$ cat src/rtl/wave_pkg.sv
// Shared definitions for the phase-accumulator waveform generator family:
// mode encodings and default widths.
package wave_pkg;

  localparam int DEF_PHASE_W = 16;
  localparam int DEF_FREQ_W  = 16;
  localparam int DEF_OUT_W   = 6;

  // Square duty after reset is 50 %.
  localparam logic [7:0] DUTY_RESET = 8'h80;

  typedef enum logic [1:0] {
    MODE_SQR = 2'd0,
    MODE_SAW = 2'd1,
    MODE_TRI = 2'd2,
    MODE_DC  = 2'd3
  } wave_mode_e;

endpackage

$ cat src/rtl/wave_shaper.sv
// Combinational phase -> sample mapping for square, saw, triangle and DC.
// Holds no state, so one copy can serve each channel of a wrapper.
module wave_shaper
  import wave_pkg::*;
#(
  parameter int PHASE_W = DEF_PHASE_W,
  parameter int OUT_W   = DEF_OUT_W
) (
  input  logic [PHASE_W-1:0] phase_i,
  input  logic [1:0]         mode_i,
  input  logic [7:0]         duty_i,
  output logic [OUT_W-1:0]   sample_o
);

  logic [PHASE_W-1:0] duty_thr;
  logic [OUT_W-1:0]   tri_t;

  // Duty is the top byte of the phase threshold.
  assign duty_thr = PHASE_W'(duty_i) << (PHASE_W - 8);
  assign tri_t    = phase_i[PHASE_W-2 -: OUT_W];

  always_comb begin
    sample_o = '0;
    case (wave_mode_e'(mode_i))
      MODE_SQR: sample_o = (phase_i < duty_thr) ? {OUT_W{1'b1}} : '0;
      MODE_SAW: sample_o = phase_i[PHASE_W-1 -: OUT_W];
      MODE_TRI: sample_o = phase_i[PHASE_W-1] ? ~tri_t : tri_t;
      MODE_DC:  sample_o[OUT_W-1] = 1'b1;
      default:  sample_o = '0;
    endcase
  end

endmodule

$ cat src/rtl/param_wave_gen.sv
// Phase-accumulator waveform generator. Frequency, mode and duty are shadowed
// and only take effect at a period boundary (wrap) or on sync.
module param_wave_gen
  import wave_pkg::*;
#(
  parameter int PHASE_W = DEF_PHASE_W,
  parameter int FREQ_W  = DEF_FREQ_W,
  parameter int OUT_W   = DEF_OUT_W
) (
  input  logic               clk,
  input  logic               reset,
  input  logic               en,
  input  logic               sync,
  input  logic [FREQ_W-1:0]  freq,
  input  logic [1:0]         mode,
  input  logic [7:0]         duty,
  output logic [OUT_W-1:0]   wave_out,
  output logic               wrap,
  output logic [PHASE_W-1:0] phase_out
);

  logic [PHASE_W-1:0] phase_q, phase_d;
  logic [OUT_W-1:0]   wave_q, wave_d;
  logic               wrap_q, wrap_d;
  logic [FREQ_W-1:0]  freq_s_q, freq_s_d;
  logic [1:0]         mode_s_q, mode_s_d;
  logic [7:0]         duty_s_q, duty_s_d;

  logic [PHASE_W:0]   sum;
  logic [OUT_W-1:0]   shape;
  logic               load_shadow;

  // One extra bit so the carry-out is the wrap flag.
  assign sum = {1'b0, phase_q} + (PHASE_W + 1)'(freq_s_q);

  wave_shaper #(
    .PHASE_W (PHASE_W),
    .OUT_W   (OUT_W)
  ) u_shaper (
    .phase_i  (phase_q),
    .mode_i   (mode_s_q),
    .duty_i   (duty_s_q),
    .sample_o (shape)
  );

  always_comb begin
    phase_d     = phase_q;
    wave_d      = wave_q;
    wrap_d      = 1'b0;
    load_shadow = 1'b0;
    if (sync) begin
      phase_d     = '0;
      load_shadow = 1'b1;
      if (en) wave_d = shape;
    end else if (en) begin
      phase_d     = sum[PHASE_W-1:0];
      wrap_d      = sum[PHASE_W];
      load_shadow = sum[PHASE_W];
      wave_d      = shape;
    end else begin
      load_shadow = 1'b1;
    end
    freq_s_d = load_shadow ? freq : freq_s_q;
    mode_s_d = load_shadow ? mode : mode_s_q;
    duty_s_d = load_shadow ? duty : duty_s_q;
  end

  // Everything updates on the falling edge of clk.
  always_ff @(negedge clk or negedge reset) begin
    if (!reset) begin
      phase_q  <= '0;
      wave_q   <= '0;
      wrap_q   <= 1'b0;
      freq_s_q <= '0;
      mode_s_q <= MODE_SQR;
      duty_s_q <= DUTY_RESET;
    end else begin
      phase_q  <= phase_d;
      wave_q   <= wave_d;
      wrap_q   <= wrap_d;
      freq_s_q <= freq_s_d;
      mode_s_q <= mode_s_d;
      duty_s_q <= duty_s_d;
    end
  end

  assign wave_out  = wave_q;
  assign wrap      = wrap_q;
  assign phase_out = phase_q;

endmodule

$ cat config.mk
export PLATFORM = sky130hd
export DESIGN_NAME = param_wave_gen
export DESIGN_NICKNAME = d
export VERILOG_FILES = /design/src/rtl/wave_pkg.sv /design/src/rtl/wave_shaper.sv /design/src/rtl/param_wave_gen.sv
export SDC_FILE = /design/constraint.sdc
export NUM_CORES = 1
export LEC_CHECK = 0
export CAP_MARGIN = 20
export CORE_ASPECT_RATIO = 1.5
export CORE_UTILIZATION = 53
export CTS_CLUSTER_DIAMETER = 120
export DETAILED_ROUTE_END_ITERATION = 10
export PLACE_DENSITY = 0.85
export SYNTH_ARGS = -nofsm -noshare
export SYNTH_HDL_FRONTEND = slang
export SYNTH_SLANG_ARGS = --single-unit
$ cat constraint.sdc
create_clock -name clk -period 2.9 [get_ports clk]
set_clock_uncertainty 0.05 [all_clocks]
set_input_delay 0.58 -clock clk [delete_from_list [all_inputs] [get_ports clk]]
set_output_delay 0.58 -clock clk [all_outputs]
set_load 0.05 [all_outputs]
==> qor.yml <==
cts_tree: "done"
layout_commonest_cell: "dfrtn_1"
syn_to_final_growth_pct: 43.3
fill_cells: 314
rsz0062_at_grt: "yes"
drt_wl_total_mm: 8.44
final_cell_mix: "dfrtn_1 (48), buf_4 (34), mux2_4 (26), clkdlybuf4s50_1 (26), buf_12 (24)"
slew_headroom_pct: 69.0
dp_hpwl_mm: 5.25
power_frac_comb_pct: 53.9
async_reset_ff_share_pct: 100
drt_iter0_drc: 163
synth_edf_count: 0
cp-end-kind: "primary output"
synth_top_area_cell: "dfrtn_1"
tns_ps: -3840
dieArea_sq_mm: 0.00597
syn_inst: 263
swShare_pct: 38.6
grtUsageTotal_pct: 28.0
fin_util_pct: 78.9
internal_power_mw: 2.04
critPathRequiredTime_ps: 2270
crit_start: "phase_out[10]"
critical_path.top_delay_family: "flip-flops"
final_hold_viol_count: 0
ys_warn_count: 0
first_pass_iters: 5
num_vias: 2490
root_buffer: "clkbuf_8"
drive_above_1_share_pct: 32.5
tightestPinTransition_ps: 462
crit_type: "flip-flop to primary output"
pwr_density_cell_mw_per_mm2: 773
grt_start_max_net_pins: 28
worstHoldStart: "freq_s_q[2]"
wl_per_cell_um: 20.1
path_buf_inv: 1
start_util_pct: 55.1
first_global_vias: 2603
ant_nets: 0
cp.depth: 1
avgViaCountPerCell: 5.91
max_stage_delay_ps: 490
hold_ws_ps: 420
core_sq_mm: 0.00545
holdCritPathClass: "flip-flop to flip-flop"
rows: 33
synth_top_cells_by_area: "dfrtn_1 (40%), mux2_4 (10%), ha_1 (9.6%), a21o_1 (3.0%), xor2_1 (2.9%)"
antenna_found_initial: 0
peakVddDrop_mv: 0.469
path_clk_slew_ps: 60
synth-seq-cells: 49
ff2ff_path_depth: 9
p_sw_mw: 1.28
fin_nets: 404
gp_congestion: 0.933
crit_arrival_ps: 2410
synthesis.area_sq_mm: 0.00300
r2r-start: "phase_out[9]"
path_cells: "buf_12"
pwr-share-clk_pct: 17.7
ff2ff_setup_slack_ps: -80
port_buffers: 52
p_seq_share_pct: 28.4
status: "finished with violations"
rr_endpoint: "duty_s_q[3]"
leakage_nw: 2.07
htreeDepth: 2
holdBufCountCts: 0
cts.sinks: 49
gr-total-overflow: 0
fp.dieW_um: 63.4
cap_violations: 0
drv_slew: 0
ys.flop_type: "dfrtn_1"
post-place-cells: 390
cp-start-kind: "flip-flop"
drc: 0
insertion_delay_ps: 370
clockBufferDepth: 2
synth_top_area_share_pct: 40.0
cts_buffers: 5
yosysSeqAreaShare_pct: 40.9
synth_fp_nets: 317
cp_max_fo: 2
synth.distinct_cells: 45
grt_first_pass_wirelength_mm: 12.7
antenna_cells: 0
crit_slowest_cell: "dfrtn_1"
final_cells: 421
critPathCapture: "phase_out[10]"
postSynthAreaPerCell_sq_um: 11.4
setup_viol: 49
io_pins: 53
worst_slack_ps: -137
die-height_um: 94.2
violations: "setup timing"
cell usage after synthesis, drive strengths merged, types with 8 or more instances:
library cell and instances:
dfrtn 48, mux2 26, ha 23, nor2 17, inv 13, a21o 12
a21oi 11, nand2 11, xor2 10, mux2i 8, o21ai 8, xnor2 8
cell families (layout without fill, tap and decap cells):
group / Yosys count / after routing / synth area share [%]
AO/OA/AOI/OAI: 68 / 68 / 16.2
XOR/XNOR: 18 / 18 / 5.25
adder cells (fa/ha/maj): 24 / 24 / 10.3
buffers and inverters: 25 / 113 / 4.71
flip-flops: 49 / 49 / 40.9
multiplexers: 34 / 34 / 14.9
AND/OR/NAND/NOR: 45 / 45 / 7.76
area by class of cell:
class	count	area [sq um]	share of cell area, %
inverter	12	45.0	1.05
clock buffer	5	68.8	1.60
timing repair buffer	92	1100	25.5
tap	70	87.6	2.04
sequential	49	1230	28.6
clock inverter	4	68.8	1.60
multi-input combinational	189	1700	39.6
per-layer routing:
metal | track usage [%] | part of all wire [%]
met4 | 15.0 | 3.9
met2 | 52.7 | 56
met3 | 3.52 | 4.1
met5 | 0 | 0
met1 | 29.8 | 36
state kept, by name, summed over array words and instances (netlist names):
name and flops:
duty_s_q 8, freq_s_q 16, mode_s_q 2, phase_out 16, wave_out 6, wrap 1
power groups by stage:
| stage | Sequential [mW] | Combinational [mW] | Clock (mW) |
|---|---|---|---|
| floorplan | 1.17 | 0.724 | 0.00431 |
| global placement | 0.959 | 1.50 | 0.00431 |
| detailed placement | 0.966 | 1.55 | 0.00431 |
| CTS | 0.938 | 1.68 | 0.586 |
| global route | 0.956 | 1.90 | 0.623 |
| finish | 0.945 | 1.79 | 0.588 |
how the worst min path moves through the flow:
stage                               to  cells after the start
after global routing       freq_s_q[4]                      1
after floorplan           freq_s_q[10]                      1
final                      freq_s_q[2]                      1
after CTS                  freq_s_q[2]                      1
after global placement     freq_s_q[6]                      1
after detailed placement   freq_s_q[6]                      1
per-stage QoR:
stage                     area [sq um]  total power [mW]  setup slack [ps]
final                             4300              3.32              -137
after global routing              4300              3.47              -156
after CTS                         4200              3.21              -156
after detailed placement          3880              2.52              -805
after global placement            3880              2.47              -762
after floorplan                   3020              1.90              -391
what timing repair did:
item,in CTS,in global routing
endpoints found under the setup margin,71,54
cloned,1,0
buffers inserted,16,6
hold endpoints to repair,0,0
gates resized for setup,24,10
pin swaps,1,5
(Power assumes the default switching activity.)
